<file path="config.mk">
export PLATFORM = sky130hd
export DESIGN_NAME = lhca_stepper
export DESIGN_NICKNAME = d
export VERILOG_FILES = /design/src/rtl/lhca_stepper.sv
export SDC_FILE = /design/constraint.sdc
export NUM_CORES = 1
export LEC_CHECK = 0
export ABC_AREA = 1
export BUFFER_PORTS_ARGS = -buffer_cell sky130_fd_sc_hd__buf_2
export CORE_ASPECT_RATIO = 1.2
export CORE_MARGIN = 2
export CORE_UTILIZATION = 36
export CTS_BUF_LIST = sky130_fd_sc_hd__clkbuf_8 sky130_fd_sc_hd__clkbuf_16
export CTS_CLUSTER_SIZE = 40
export DETAILED_ROUTE_END_ITERATION = 8
export GPL_TIMING_DRIVEN = 0
export MAX_ROUTING_LAYER = met4
export PLACE_DENSITY = 0.59
export SYNTH_ARGS = -nofsm -noshare
export SYNTH_HDL_FRONTEND = slang
export SYNTH_SLANG_ARGS = --single-unit
</file>
<file path="constraint.sdc">
create_clock -name i_clk -period 1.7 [get_ports i_clk]
set_clock_uncertainty 0.15 [all_clocks]
set_input_delay 0.255 -clock i_clk [delete_from_list [all_inputs] [get_ports i_clk]]
set_output_delay 0.255 -clock i_clk [all_outputs]
set_load 0.01 [all_outputs]
</file>
<file path="src/rtl/lhca_stepper.sv">
// Linear hybrid cellular automaton (rule 90/150 per cell, null boundaries) with
// a free-run prescaler, single-step mode, seed load, lock-up recovery and period measurement.
module lhca_stepper #(
    parameter int                 WIDTH         = 8,
    parameter logic [WIDTH-1:0]   RULE          = WIDTH'(8'h06),
    parameter logic [WIDTH-1:0]   SEED          = WIDTH'(8'h01),
    parameter int                 PRESCALE_BITS = 22,
    parameter int                 CNT_W         = 16
) (
    input  logic             i_clk,
    input  logic             i_resetn,
    input  logic             i_en,
    input  logic             i_mode,
    input  logic             i_step,
    input  logic             i_load,
    input  logic [WIDTH-1:0] i_load_value,
    output logic [WIDTH-1:0] o_o,
    output logic             o_tick,
    output logic             o_stuck,
    output logic [CNT_W-1:0] o_cycle_len,
    output logic             o_cycle_valid
);

    logic [WIDTH-1:0]         r_state;
    logic [WIDTH-1:0]         r_ref;
    logic [PRESCALE_BITS-1:0] r_presc;
    logic [CNT_W-1:0]         r_count;
    logic [CNT_W-1:0]         r_cycle_len;
    logic                     r_cycle_valid;
    logic                     r_tick;
    logic                     r_stuck;

    logic [WIDTH-1:0]         w_next;
    logic [CNT_W-1:0]         w_count_inc;
    logic                     w_carry;
    logic                     w_adv;

    // Shifts pull in zeros at both ends, which gives the null boundary for free.
    assign w_next      = (r_state << 1) ^ (r_state >> 1) ^ (RULE & r_state);
    assign w_count_inc = (&r_count) ? r_count : r_count + CNT_W'(1);
    assign w_carry     = i_en & (&r_presc);
    assign w_adv       = !i_load & i_en & (i_mode ? i_step : w_carry);

    always_ff @(posedge i_clk or negedge i_resetn) begin
        if (!i_resetn) begin
            r_state       <= SEED;
            r_ref         <= SEED;
            r_presc       <= '0;
            r_count       <= '0;
            r_cycle_len   <= '0;
            r_cycle_valid <= 1'b0;
            r_tick        <= 1'b0;
            r_stuck       <= 1'b0;
        end else if (i_load) begin
            r_state       <= i_load_value;
            r_ref         <= i_load_value;
            r_presc       <= '0;
            r_count       <= '0;
            r_cycle_valid <= 1'b0;
            r_tick        <= 1'b0;
            r_stuck       <= 1'b0;
        end else begin
            r_tick  <= 1'b0;
            r_stuck <= 1'b0;
            if (i_en) begin
                r_presc <= r_presc + PRESCALE_BITS'(1);
            end
            if (w_adv) begin
                // All-zero is a fixed point of the CA, so recover by reseeding.
                if (r_state == '0) begin
                    r_state <= SEED;
                    r_ref   <= SEED;
                    r_count <= '0;
                    r_stuck <= 1'b1;
                end else begin
                    r_state <= w_next;
                    r_tick  <= 1'b1;
                    if (w_next == r_ref) begin
                        r_cycle_len   <= w_count_inc;
                        r_cycle_valid <= 1'b1;
                        r_count       <= '0;
                    end else begin
                        r_count <= w_count_inc;
                    end
                end
            end
        end
    end

    assign o_o           = r_state;
    assign o_tick        = r_tick;
    assign o_stuck       = r_stuck;
    assign o_cycle_len   = r_cycle_len;
    assign o_cycle_valid = r_cycle_valid;

endmodule

</file>
==> metrics.csv <==
stage,metric,value,unit
global_route,initial antenna violation count,0,
place,Port Buf Inserts,38,
clock_network,clock insertion delay at the later pin of the skew report,0.33,ns
sta,final worst slack,-0.242,ns
synth,Synth Area in XOR/XNOR,0.0128,
sta,slew margin rel.,0.625,
synth,Post-Synth Simple-Gate Area,0.395,
drt,DR WL/cell,13.8,um
synth,Post-synth ARST share,1.00,
clock_network,CTS tree,done,
sta,fin crit period,1.94,ns
drt,drt via density,5.01,
global_route,GRT Resource Usage Total,0.191,
global_route,Overflow after GRT,0,
layout,Ant. Diodes,0,
sta,Least-Margin Pin Slew,0.562,ns
run_status,failing checks,negative setup slack,
worst_setup_path,crit path kind,flip-flop to flip-flop,
synth,syn nets,593,
pwr,PD cells,769,nW/um^2
sta,RSZ-0062 raised after global routing,yes,
die,IO Pins,41,
hold_path,Worst Hold Launch,i_load_value[3],
synth,Synth area leader,dfrtp_1,
die,core footprint,11100,sq um
synth,total of warnings raised by yosys,0,
synth,Synth Area in Compound Gates,0.0660,
die,initial core utilization,0.369,
clock_network,clock-pin slew on the worst setup and hold paths,0.06,ns
global_route,first-pass GRT wire length,18200,um
pwr,VDD IR max,0.461,mV
layout,layout cells sized above 1,0.305,
sta,final cycle utilization of the critical path,1.14,
layout,final design area excluding fillers,5560,sq um
place,Post-DP HPWL,7500,um
sta,Hold WS,0.0111,ns
run,Max Cap Viol,0,
synth,Post-Synth Adder-Cell Area,0.00611,
global_route,vias in the first global route,3918,
clock_network,htree depth,3,
synth,synthesis-stage register bit count,73,
layout,Finished Layout Cells,832,
layout,Area Overhead vs Synth,35.7,%
layout,Layout Nets,689,
synth,Synth Instances,577,
drt,Iter 0 DRT Violations,216,
synth,number of synthesized flops with an enable pin,0,
synth,sequential fraction of the synthesis area,0.447,
worst_setup_path,Worst EP required,1.78,ns
worst_setup_path,CP Launch Point,r_presc[1],
synth,largest family of logic cells by synthesized area,simple AND/OR/NAND/NOR gates,
worst_setup_path,Worst R2R Start,r_presc[1],
sta,Final Hold Fails,0,
worst_setup_path,CP Capture Type,flip-flop,
drt,drt drc,0,
synth,Synth cell types,34,
place,Area after DPL,4520,sq um
drt,TritonRoute pass-1 iters,4,
clock_network,Num CTS Buffers,9,
worst_setup_path,Worst EP arrival,2.02,ns
drt,Post-Route WL,11400,um
drt,via count,4166,
clock_network,CTS root buffer,clkbuf_16,
clock_network,# clock sinks,73,
run_status,status,"finished, violations left",
pwr,Tot Pwr,4.27,mW
synth,Synth top area share,0.434,
worst_setup_path,crit start category,flip-flop,
synth,"top cells by area, synth","dfrtp_1 43%, nand2_1 18%, nand3_1 10%",
pwr,P_leak,2.79,nW
sta,Final Slew Violations,0,
synth,synthesized cell area,4100,sq um
clock_network,CTS max path bufs,2,
die,# rows,42,
place,gp weighted congestion,0.865,
die,Die Y,121,um
hold_path,worst hold path class,primary input to flip-flop,
worst_setup_path,crit path max fanout,7,
synth,post-synthesis mux area share,0,
place,placed cell count,770,
synth,Synth top cells by count,"198 x nand2_1, 85 x nand3_1, 71 x dfrtp_1",
die,die area,12200,sq um
layout,# fillers,1114,
die,Die Width,101,um
global_route,largest net degree at the start of global routing,51,
sta,Setup-failing EPs final,54,
synth,syn avg cell area,7.10,sq um
synth,most common flop cell mapped by yosys,dfrtp_1,
drt,final antenna-violating net count,0,
synth,most frequent cell after synthesis,nand2_1,
sta,FMAX,0.515,GHz
layer usage:
metal | routed length (um) | part of all wire | vias to the layer above | track usage
li1 | - | - | 2068 | -
met1 | 5050 | 0.44 | 1964 | 0.251
met2 | 5740 | 0.50 | 120 | 0.303
met3 | 495 | 0.043 | 14 | 0.0335
met4 | 160 | 0.014 | 0 | 0.0549
met5 | 0 | 0 | - | -
placed cells by master, fill, tap and decap left out, types with 3 or more instances in the layout:
cell | netlist | routed
a21oi_1 | 17 | 14
a21oi_2 | 0 | 3
buf_2 | 3 | 37
buf_4 | 5 | 40
buf_6 | 1 | 6
buf_8 | 0 | 3
clkbuf_1 | 8 | 6
clkbuf_16 | 0 | 12
clkinv_2 | 0 | 4
dfrtp_1 | 71 | 66
dfrtp_2 | 0 | 5
dlygate4sd3_1 | 0 | 5
inv_1 | 45 | 44
inv_2 | 8 | 11
nand2_1 | 198 | 160
nand2_2 | 4 | 32
nand2_4 | 1 | 9
nand3_1 | 85 | 78
nand3_2 | 1 | 8
nand4_1 | 9 | 9
nor2_1 | 54 | 38
nor2_2 | 3 | 14
nor2_4 | 1 | 6
nor3_1 | 16 | 13
nor3_2 | 0 | 3
o21ai_0 | 23 | 18
o21ai_1 | 1 | 4
xor2_1 | 6 | 6
logic make-up after synthesis:
kind of cell             count (synthesis)
AO/OA/AOI/OAI                           49
adder cells (fa/ha/maj)                  2
AND/OR/NAND/NOR                        375
XOR/XNOR                                 6
flip-flops                              73
buffers and inverters                   72
critical path: stages (launching register included):
cell,delay (ns)
dfrtp_1,0.37
ha_2,0.19
nand2_1,0.05
nor2_1,0.09
nand2_1,0.06
nor2_1,0.08
nand2_1,0.07
nand2_2,0.09
nand2_4,0.10
nor2_8,0.21
nand2_4,0.11
clkbuf_16,0.18
nand2_4,0.05
nand2_2,0.04
repair_timing:
action	4_1_cts	5_1_grt
endpoints found under the setup margin	58	63
setup buffers	21	19
hold buffers	5	0
pin swaps	8	23
endpoints found under the hold margin	27	0
gates resized for setup	37	75
gates cloned	0	3
power by group:
group	internal, mW	total (mW)	leakage [nW]	switching (mW)
clock network	1.05	1.77	0.148	0.717
registers	1.80	1.88	0.974	0.0766
logic	0.239	0.626	1.67	0.387
total	3.09	4.27	2.79	1.18
cell type report:
type / count / area, sq um / area share
buffer: 16 / 124 / 0.0223
clock buffer: 11 / 253 / 0.0455
clock inverter: 5 / 22.5 / 0.00405
inverter: 55 / 208 / 0.0374
multi-input combinational: 432 / 2260 / 0.408
sequential: 73 / 1840 / 0.330
tap: 154 / 193 / 0.0347
timing repair buffer: 86 / 657 / 0.118
final timing paths:
path | end | slack, ns | depth (start not counted)
min in group asynchronous | o_cycle_valid | 0.22 | 2
max in group asynchronous | o_o[0] | 0.57 | 3
min | r_ref[3] | 0.01 | 3
max | o_cycle_len[4] | -0.24 | 13
min reg2reg | o_cycle_len[2] | 0.31 | 2
max reg2reg | o_cycle_len[4] | -0.24 | 13
registers in the layout, summed over array words and instances (netlist names):
| name | flops |
|---|---|
| o_o | 8 |
| o_cycle_valid | 1 |
| o_tick | 1 |
| r_ref | 8 |
| r_count | 16 |
| r_presc | 22 |
| o_cycle_len | 16 |
| o_stuck | 1 |
stage by stage:
stage | worst slack (ns) | util | setup TNS, ns
after floorplan | -0.0869 | - | -1.04
after global placement | -0.417 | 0.405 | -37.08
after detailed placement | -0.408 | 0.408 | -17.63
after CTS | -0.179 | 0.460 | -5.84
after global routing | -0.339 | 0.501 | -14.60
final | -0.242 | 0.501 | -8.41
Note: power is estimated with default switching activity, not from simulation.
